## config.mk

```make
export PLATFORM = sky130hd
export DESIGN_NAME = fifo_reader
export DESIGN_NICKNAME = d
export VERILOG_FILES = /design/src/rtl/fifo_reader.sv
export SDC_FILE = /design/constraint.sdc
export NUM_CORES = 1
export LEC_CHECK = 0
export ABC_CLOCK_PERIOD_IN_PS = 2100
export CAP_MARGIN = 20
export CORE_ASPECT_RATIO = 1.75
export CORE_UTILIZATION = 43
export DETAILED_ROUTE_END_ITERATION = 6
export PLACE_DENSITY_LB_ADDON = 0.3
export SKIP_LAST_GASP = 1
export SLEW_MARGIN = 10
export SYNTH_ARGS = -nofsm -noshare
export SYNTH_HDL_FRONTEND = slang
export SYNTH_SLANG_ARGS = --single-unit
```

## constraint.sdc

```tcl
create_clock -name r_clk -period 2.1 [get_ports r_clk]
set_input_delay 0.42 -clock r_clk [delete_from_list [all_inputs] [get_ports r_clk]]
set_output_delay 0.42 -clock r_clk [all_outputs]
set_load 0.01 [all_outputs]
```

## src/rtl/fifo_reader.sv

```systemverilog
// Read-side drain engine: issues fifo reads, absorbs the one-cycle BRAM latency in a
// 2-entry skid buffer and presents a valid/ready stream. Optional macro FIFO_READER_COUNT_EN adds rd_count.
module fifo_reader #(
    parameter int DATA_WIDTH = 8
) (
    input  logic                  r_clk,
    input  logic                  rst,
    input  logic                  en,
    output logic                  fifo_re,
    input  logic [DATA_WIDTH-1:0] fifo_q,
    input  logic                  fifo_empty,
    output logic [DATA_WIDTH-1:0] m_data,
    output logic                  m_valid,
    input  logic                  m_ready,
`ifdef FIFO_READER_COUNT_EN
    output logic [15:0]           rd_count,
`endif
    output logic                  busy
);

    logic [1:0]            cnt_r;
    logic                  inflight_r;
    logic [DATA_WIDTH-1:0] buf0_r;
    logic [DATA_WIDTH-1:0] buf1_r;
    logic                  m_valid_r;
    logic                  busy_r;

    logic                  pop_s;
    logic [2:0]            credit_s;
    logic [1:0]            cnt_nxt_s;
    logic [DATA_WIDTH-1:0] buf0_nxt_s;
    logic [DATA_WIDTH-1:0] buf1_nxt_s;

    assign pop_s    = m_valid_r & m_ready;
    // Occupancy after this cycle's capture and pop; never exceeds 2 because reads are credit-gated.
    assign credit_s = {1'b0, cnt_r} + {2'b00, inflight_r} - {2'b00, pop_s};
    assign fifo_re  = en & ~fifo_empty & ~rst & (credit_s < 3'd2);

    assign cnt_nxt_s = credit_s[1:0];

    // Skid-buffer steering: where the captured word lands and whether buf1 shifts forward.
    always_comb begin
        buf0_nxt_s = buf0_r;
        buf1_nxt_s = buf1_r;
        case (cnt_r)
            2'd0: begin
                if (inflight_r) begin
                    buf0_nxt_s = fifo_q;
                end else begin
                    buf0_nxt_s = buf0_r;
                end
            end
            2'd1: begin
                if (inflight_r && pop_s) begin
                    buf0_nxt_s = fifo_q;
                end else if (inflight_r) begin
                    buf1_nxt_s = fifo_q;
                end else begin
                    buf0_nxt_s = buf0_r;
                end
            end
            2'd2: begin
                if (pop_s) begin
                    buf0_nxt_s = buf1_r;
                    if (inflight_r) begin
                        buf1_nxt_s = fifo_q;
                    end else begin
                        buf1_nxt_s = buf1_r;
                    end
                end else begin
                    buf0_nxt_s = buf0_r;
                end
            end
            default: begin
                buf0_nxt_s = buf0_r;
                buf1_nxt_s = buf1_r;
            end
        endcase
    end

    // Buffer state and registered stream outputs.
    always_ff @(posedge r_clk) begin
        if (rst) begin
            cnt_r      <= 2'd0;
            inflight_r <= 1'b0;
            buf0_r     <= {DATA_WIDTH{1'b0}};
            buf1_r     <= {DATA_WIDTH{1'b0}};
            m_valid_r  <= 1'b0;
            busy_r     <= 1'b0;
        end else begin
            cnt_r      <= cnt_nxt_s;
            inflight_r <= fifo_re;
            buf0_r     <= buf0_nxt_s;
            buf1_r     <= buf1_nxt_s;
            m_valid_r  <= (cnt_nxt_s != 2'd0);
            busy_r     <= fifo_re | (cnt_nxt_s != 2'd0);
        end
    end

    assign m_data  = buf0_r;
    assign m_valid = m_valid_r;
    assign busy    = busy_r;

`ifdef FIFO_READER_COUNT_EN
    logic [15:0] rd_count_r;

    // Delivered-word counter, wraps naturally at 16 bits.
    always_ff @(posedge r_clk) begin
        if (rst) begin
            rd_count_r <= 16'd0;
        end else if (pop_s) begin
            rd_count_r <= rd_count_r + 16'd1;
        end else begin
            rd_count_r <= rd_count_r;
        end
    end

    assign rd_count = rd_count_r;
`endif

endmodule

```

==> results.sh, run 1 <==
export IMPL_syn2layout_area_growth_pct=40.0
export IMPL_grt_usage_pct=20.9
export IMPL_drtAntennaViolNets=0
export IMPL_synthCells=99
export IMPL_seqPwrFrac_pct=37.0
export IMPL_drtIter0Drc=12
export IMPL_fin_ws_ps=-435
export IMPL_p_int_mw=0.944
export IMPL_p_leak_nw=0.565
export IMPL_drc=0
export IMPL_clockPowerShare_pct=14.3
export IMPL_diodes=0
export IMPL_insertion_delay_ps=320
export IMPL_antenna_found_initial=0
export IMPL_place_congestion=0.732
export IMPL_placedCellCount=148
export IMPL_switching_share_pct=33.7
export IMPL_dp_hpwl_um=1580
export IMPL_crit_start="m_valid"
export IMPL_cp_data_arrival_time_ps=2110
export IMPL_synth_seq_cells=21
export IMPL_worstSetupPathType="reg2out"
export IMPL_synth_seq_area_share_pct=41.6
export IMPL_power_frac_comb_pct=48.6
export IMPL_row_count=22
export IMPL_final_setup_viol_count=1
export IMPL_clock_fmax_mhz=395
export IMPL_r2r_setup_slack_ps=70
export IMPL_power_mw=1.42
export IMPL_grt_max_degree=29
export IMPL_holdWs_ps=482
export IMPL_fin_cells=153
export IMPL_cts_root_buf="clkbuf_4"
export IMPL_htreeDepth=1
export IMPL_synth_cell_types=21
export IMPL_avgSynthCellArea_um2=10.2
export IMPL_first_pass_iters=3
export IMPL_start_util_pct=47.1
export IMPL_die_h_um=66.1
export IMPL_rr_startpoint="m_valid"
export IMPL_violations="negative setup slack"
export IMPL_startpoint_type="flip-flop"
export IMPL_cp_end_kind="primary output"
export IMPL_ctsHoldBuffers=0
export IMPL_clk_pin_slew_ps=120
export IMPL_cts_sinks=21
export IMPL_crit_end="fifo_re"
export IMPL_timing_final_max_slew_violations=0
export IMPL_drive_gt1_share_pct=23.3
export IMPL_worst_slew_pin_slew_ps=464
export IMPL_io_pins=24
export IMPL_num_vias=819
export IMPL_fin_crit_sh_pct=121
export IMPL_cap_violations=0
export IMPL_grt_pass1_wl_um=3690
export IMPL_wl_um=2200
export IMPL_slew_headroom_pct=69.0
export IMPL_skew_ps=4.78
export IMPL_cts_inserted_buffers=3
export IMPL_drt_vias_per_instance=5.35
export IMPL_worstHoldPathType="reg2reg"
export IMPL_ir_drop_v=0.000650
export IMPL_clockBufferDepth=2
export IMPL_yosysWarningCount=0
export IMPL_min_period_ps=2530
export IMPL_dieWidth_um=38.7
export IMPL_p_switching_mw=0.479
export IMPL_final_nets=145
export IMPL_coreArea_mm2=0.00215
export IMPL_syn_area_mm2=0.00101
export IMPL_status="finished with violations"
export IMPL_grt_pass1_vias=853
export IMPL_required_ps=1680
export IMPL_fin_util_pct=65.9
export IMPL_die_area_mm2=0.00256
export IMPL_power_density_mw_per_mm2=1010
export IMPL_cts_tree="done"
export IMPL_critical_path_max_fanout=3
export IMPL_synth_fp_nets=114
export IMPL_timing_rr_end="busy"
export IMPL_hold_viol=0
export IMPL_portBuffers=23
export IMPL_avgRoutedWirePerCell_um=14.4
export IMPL_overflow=0
export IMPL_r2r_cells=9
export IMPL_rsz0062_at_grt="yes"
==> critical path, stage by stage, from the launching register on <==
cell     delay, ps
dfxtp_4        390
nand2_8         50
or2_4          230
buf_6          120
fa_2           390
xnor2_4        170
nor4_4         270
buf_2          170
==> Yosys cell counts <==
| library cell | n | area share, % |
|---|---|---|
| a211oi_1 | 16 | 12 |
| a21bo_2 | 1 | 0.99 |
| a21o_2 | 1 | 0.87 |
| a32o_2 | 1 | 1.1 |
| and4b_1 | 1 | 0.99 |
| buf_2 | 3 | 1.5 |
| buf_6 | 2 | 2.2 |
| clkbuf_1 | 3 | 1.1 |
| dfxtp_1 | 21 | 42 |
| fa_1 | 1 | 2.0 |
| ha_1 | 1 | 1.2 |
| inv_1 | 1 | 0.37 |
| mux2i_1 | 16 | 16 |
| nand2_1 | 3 | 1.1 |
| nand2b_1 | 17 | 11 |
| nor2_1 | 2 | 0.74 |
| nor2b_1 | 3 | 1.9 |
| nor4_1 | 2 | 1.2 |
| or2_2 | 2 | 1.2 |
| or2b_1 | 1 | 0.74 |
| xnor2_1 | 1 | 0.87 |
==> how the worst min path moves through the flow <==
| stage | cells past startpoint | slack, ps | start | to |
|---|---|---|---|---|
| final | 2 | 480 | buf1_r[7] | buf1_r[7] |
| after global routing | 2 | 510 | buf1_r[1] | buf1_r[1] |
| after floorplan | 2 | 450 | buf1_r[0] | buf1_r[0] |
| after detailed placement | 2 | 470 | buf1_r[5] | buf1_r[5] |
| after global placement | 2 | 460 | buf1_r[0] | buf1_r[0] |
| after CTS | 2 | 490 | buf1_r[1] | buf1_r[1] |
==> flip-flops by register name, summed over array words and instances (netlist names) <==
signal      count
m_data          8
buf1_r          8
inflight_r      1
m_valid         1
cnt_r           2
busy            1
==> cell type report <==
class                      instances  area, um2
clock buffer                       4       26.3
tap                               24       30.0
fill                             186        732
multi-input combinational         69        618
sequential                        21        424
timing repair buffer              34        313
inverter                           1       3.75
==> cell usage in the layout (no fill, tap or decap), types with 3 or more instances in the layout <==
cell type,instances
clkbuf_4,3
buf_4,10
dfxtp_1,20
nand2b_1,16
mux2i_1,16
clkdlybuf4s50_1,21
a211oi_1,16
nor2b_1,3
==> metrics by stage <==
stage,area (um2),TNS [ps],setup WS (ps)
floorplan,1060,-167,-167
global placement,1350,-2820,-1310
detailed placement,1350,-3090,-1360
CTS,1410,-449,-449
global route,1420,-505,-505
finish,1420,-435,-435
==> metal layers <==
layer	wire (um)	track usage (%)	part of all wire [%]
met2	1180	34.0	54
met3	63	3.03	2.9
met1	896	25.0	41
met5	0	0	0
met4	55	11.6	2.5
==> power by group through the flow <==
stage	clock network [mW]	registers (mW)	logic, mW
6_report	0.204	0.527	0.692
5_1_grt	0.225	0.534	0.746
4_1_cts	0.204	0.527	0.676
3_5_place_dp	0	0.535	0.599
3_3_place_gp	0	0.531	0.586
2_1_floorplan	0	0.561	0.322
==> logic make-up (layout without fill, tap and decap cells) <==
logic type,Yosys count,after routing,share of synthesized area (%)
and+or+nand+nor,31,31,18.4
xor gates and xnor gates,1,1,0.866
buffers and inverters,9,39,5.20
muxes,16,16,15.8
AOI/OAI and AO/OA,19,19,14.9
DFF,21,21,41.6
adders and majority gates,2,2,3.22
==> timing repair <==
action / CTS / global route
buffers inserted: 1 / 0
pin swaps: 5 / 0
resized for setup: 13 / 1
setup endpoints to repair: 4 / 2
cloned: 0 / 0
No activity file was read; power rests on OpenSTA's default activity.
==> run 2: changes to the inputs <==
CORE_MARGIN = 5   (was unset)
GPL_ROUTABILITY_DRIVEN = 0   (was unset)
SKIP_CTS_REPAIR_TIMING = 1   (was unset)
==> results.sh, run 2 (synthesis results as in run 1) <==
export IMPL_status="finished with violations"
export IMPL_violations="negative setup slack"
export IMPL_whs_path_depth=2
export IMPL_avgRoutedWirePerCell_um=13.6
export IMPL_clk_pin_slew_ps=70
export IMPL_final_setup_viol_count=1
export IMPL_worstHoldPathType="reg2reg"
export IMPL_dp_hpwl_um=1630
export IMPL_drive_gt1_share_pct=23.1
export IMPL_cp_end_kind="primary output"
export IMPL_r2r_cells=9
export IMPL_p_leak_nw=0.588
export IMPL_grt_pass1_wl_um=3380
export IMPL_cts_root_buf="clkbuf_8"
export IMPL_ir_drop_v=0.000617
export IMPL_cap_violations=0
export IMPL_portBuffers=23
export IMPL_final_common_cell="clkdlybuf4s50_1"
export IMPL_cp_data_arrival_time_ps=2050
export IMPL_timing_rr_end="busy"
export IMPL_insertion_delay_ps=250
export IMPL_drtAntennaViolNets=0
export IMPL_diodes=0
export IMPL_fin_crit_sh_pct=117
export IMPL_final_nets=146
export IMPL_drtIter0Drc=16
export IMPL_fillers=184
export IMPL_row_count=23
export IMPL_wl_um=2110
export IMPL_worstSetupPathType="in2out"
export IMPL_grt_pass1_vias=758
export IMPL_timing_final_max_slew_violations=0
export IMPL_io_pins=24
export IMPL_worstHoldStart="buf1_r[7]"
export IMPL_drt_vias_per_instance=5.19
export IMPL_critical_path_max_fanout=3
export IMPL_first_pass_iters=4
export IMPL_coreArea_mm2=0.00227
export IMPL_cts_sinks=21
export IMPL_rsz0062_at_grt="yes"
export IMPL_cts_inserted_buffers=3
export IMPL_fin_ws_ps=-367
export IMPL_clock_fmax_mhz=405
export IMPL_drc=0
export IMPL_num_vias=805
export IMPL_min_period_ps=2470
export IMPL_fin_cells=155
export IMPL_worst_slew_pin_slew_ps=442
export IMPL_required_ps=1680
export IMPL_slew_headroom_pct=70.5
export IMPL_grt_max_degree=29
export IMPL_die_h_um=74.1
export IMPL_clockBufferDepth=2
export IMPL_holdWs_ps=486
export IMPL_overflow=0
export IMPL_skew_ps=4.37
export IMPL_antenna_found_initial=0
export IMPL_startpoint_type="input pin"
export IMPL_r2r_setup_slack_ps=100
export IMPL_cts_tree="done"
export IMPL_htreeDepth=1
export IMPL_dieWidth_um=46.7
export IMPL_syn2layout_area_growth_pct=42.7
export IMPL_grt_usage_pct=13.2
export IMPL_die_area_mm2=0.00346
export IMPL_rr_startpoint="m_valid"
export IMPL_hold_viol=0
export IMPL_mostFrequentLayoutCells="clkdlybuf4s50_1, dfxtp_1, mux2i_1, a211oi_1, nand2b_1"
export IMPL_placedCellCount=150
export IMPL_start_util_pct=44.5
export IMPL_power_density_mw_per_mm2=1020
export IMPL_whs_endpoint="buf1_r[7]"
==> run 2: how the worst max path moves through the flow <==
stage | startpoint | end | cells after the start
6_report | m_ready | fifo_re | 9
2_1_floorplan | m_ready | fifo_re | 7
4_1_cts | m_ready | fifo_re | 9
3_5_place_dp | m_ready | fifo_re | 9
5_1_grt | m_valid | fifo_re | 8
3_3_place_gp | m_ready | fifo_re | 9
==> run 2: metal layers <==
| metal | up-vias | global-route usage (%) | part of all wire, % | wire [um] |
|---|---|---|---|---|
| met1 | 377 | 17.1 | 43 | 909 |
| met5 | - | 0 | 0 | 0 |
| met2 | 12 | 21.2 | 52 | 1090 |
| met3 | 2 | 2.42 | 4.2 | 88 |
| li1 | 414 | - | - | - |
| met4 | 0 | 5.54 | 1.2 | 25 |
==> run 2: critical path: stages <==
cell	delay [ps]
dlymetal6s2s_1	200
nand2_8	70
or2_4	240
nand2_2	90
ha_4	130
fa_2	430
nand2b_4	170
nor4_4	130
buf_2	170
==> run 2: final cells by class <==
| type | count | area (um2) | share of cell area [%] |
|---|---|---|---|
| inverters | 1 | 3.75 | 0.260 |
| clock buffers | 3 | 41.3 | 2.86 |
| flip-flops and latches | 21 | 424 | 29.4 |
| repair buffers | 35 | 322 | 22.3 |
| clock inverters | 1 | 5.00 | 0.347 |
| multi-input cells | 69 | 616 | 42.7 |
| well taps | 25 | 31.3 | 2.17 |
==> run 2: where the power goes <==
group,total [mW],internal (mW),switching (mW)
combinational,0.693,0.401,0.292
sequential,0.523,0.476,0.0475
clock,0.257,0.132,0.125
==> run 2: per-stage QoR <==
step	instance area, um2	utilization, %	setup TNS, ps	total power, mW	setup WS (ps)
2_1_floorplan	1060	-	-167	0.882	-167
3_5_place_dp	1350	59.5	-3010	1.15	-1350
4_1_cts	1400	61.6	-1980	1.41	-1370
3_3_place_gp	1350	59.5	-2870	1.13	-1320
5_1_grt	1440	63.5	-444	1.57	-444
6_report	1440	63.5	-367	1.47	-367
==> run 3: changes to the inputs <==
REMOVE_ABC_BUFFERS = 1   (was unset)
==> results.sh, run 3 (synthesis results as in run 1) <==
export IMPL_clockBufferDepth=2
export IMPL_drtIter0Drc=7
export IMPL_cap_violations=0
export IMPL_overflow=0
export IMPL_grt_max_degree=29
export IMPL_insertion_delay_ps=260
export IMPL_cp_end_kind="primary output"
export IMPL_avgRoutedWirePerCell_um=14.8
export IMPL_cts_sinks=21
export IMPL_final_setup_viol_count=1
export IMPL_cts_inserted_buffers=3
export IMPL_drtAntennaViolNets=0
export IMPL_num_vias=833
export IMPL_skew_ps=4.69
export IMPL_die_h_um=74.1
export IMPL_drt_vias_per_instance=5.34
export IMPL_critical_path_max_fanout=2
export IMPL_syn2layout_area_growth_pct=40.8
export IMPL_cts_tree="done"
export IMPL_io_pins=24
export IMPL_clock_fmax_mhz=392
export IMPL_coreArea_mm2=0.00227
export IMPL_mostFrequentLayoutCells="clkdlybuf4s50_1, dfxtp_1, mux2i_1, a211oi_1, nand2b_1"
export IMPL_fin_cells=156
export IMPL_cts_root_buf="clkbuf_8"
export IMPL_placed_area_mm2=0.00131
export IMPL_antenna_found_initial=0
export IMPL_wl_um=2310
export IMPL_p_leak_nw=0.586
export IMPL_wl_met3_um=89
export IMPL_violations="negative setup slack"
export IMPL_min_period_ps=2550
export IMPL_status="finished with violations"
export IMPL_grt_usage_pct=13.3
export IMPL_dp_hpwl_um=1610
export IMPL_timing_final_max_slew_violations=0
export IMPL_grt_pass1_vias=776
export IMPL_start_util_pct=44.5
export IMPL_worstHoldPathType="reg2reg"
export IMPL_die_area_mm2=0.00346
export IMPL_final_nets=147
export IMPL_dieWidth_um=46.7
export IMPL_fin_ws_ps=-451
export IMPL_hold_viol=0
export IMPL_fin_crit_sh_pct=121
export IMPL_row_count=23
export IMPL_final_area_mm2=0.00142
export IMPL_worstSetupPathType="reg2out"
export IMPL_worst_slew_pin_slew_ps=472
export IMPL_htreeDepth=1
export IMPL_cp_data_arrival_time_ps=2130
export IMPL_required_ps=1680
export IMPL_wl_met1_um=884
export IMPL_fin_util_pct=62.6
export IMPL_power_density_mw_per_mm2=1000
export IMPL_startpoint_type="flip-flop"
export IMPL_dr_wl_met2_um=1310
export IMPL_portBuffers=23
export IMPL_grt_pass1_wl_um=3340
export IMPL_fin_tns_setup_ps=-451
export IMPL_drive_gt1_share_pct=23.7
export IMPL_highest_layer="met4"
export IMPL_final_common_cell="clkdlybuf4s50_1"
export IMPL_placedCellCount=150
export IMPL_diodes=0
export IMPL_slew_headroom_pct=68.6
export IMPL_first_pass_iters=4
export IMPL_drc=0
export IMPL_rsz0062_at_grt="yes"
export IMPL_clk_pin_slew_ps=80
export IMPL_ir_drop_v=0.000550
==> run 3: layout make-up <==
| type | count | area, um2 |
|---|---|---|
| clock buffer | 3 | 41.3 |
| sequential | 21 | 422 |
| clock inverter | 1 | 5.00 |
| fill | 197 | 850 |
| inverter | 1 | 3.75 |
| tap | 25 | 31.3 |
| timing repair buffer | 36 | 325 |
| multi-input combinational | 69 | 596 |
==> run 3: per-layer routing <==
metal / track usage [%] / vias up
li1: - / 415
met1: 14.6 / 400
met4: 5.54 / 0
met2: 24.1 / 16
met3: 2.18 / 2
met5: 0 / -
==> run 3: worst max-delay path, cell delays in order (launching register included) <==
cell and delay (ps):
dfxtp_2 350, nand2_2 60, buf_4 140, nand2_4 60, nand2_4 50, ha_4 150
fa_1 470, nand2b_4 170, nor4_4 260, buf_2 170
==> run 3: through the flow <==
stage	power [mW]	worst slack, ps	hold slack (ps)
finish	1.43	-451	475
global route	1.52	-589	492
CTS	1.34	-1260	482
detailed placement	1.07	-1250	469
global placement	1.06	-1210	458
floorplan	0.805	-343	447
==> run 3: report_power, final <==
part / internal, mW / total [mW] / switching (mW)
combinational: 0.375 / 0.656 / 0.281
sequential: 0.472 / 0.514 / 0.0425
clock: 0.132 / 0.259 / 0.127
total: 0.979 / 1.43 / 0.450
==> run 3: final timing paths <==
| kind | startpoint | endpoint | slack [ps] | cells past startpoint |
|---|---|---|---|---|
| max | m_valid | fifo_re | -450 | 9 |
| min | buf1_r[3] | buf1_r[3] | 480 | 2 |
| max reg2reg | m_valid | busy | 40 | 11 |
| min reg2reg | buf1_r[3] | buf1_r[3] | 480 | 2 |
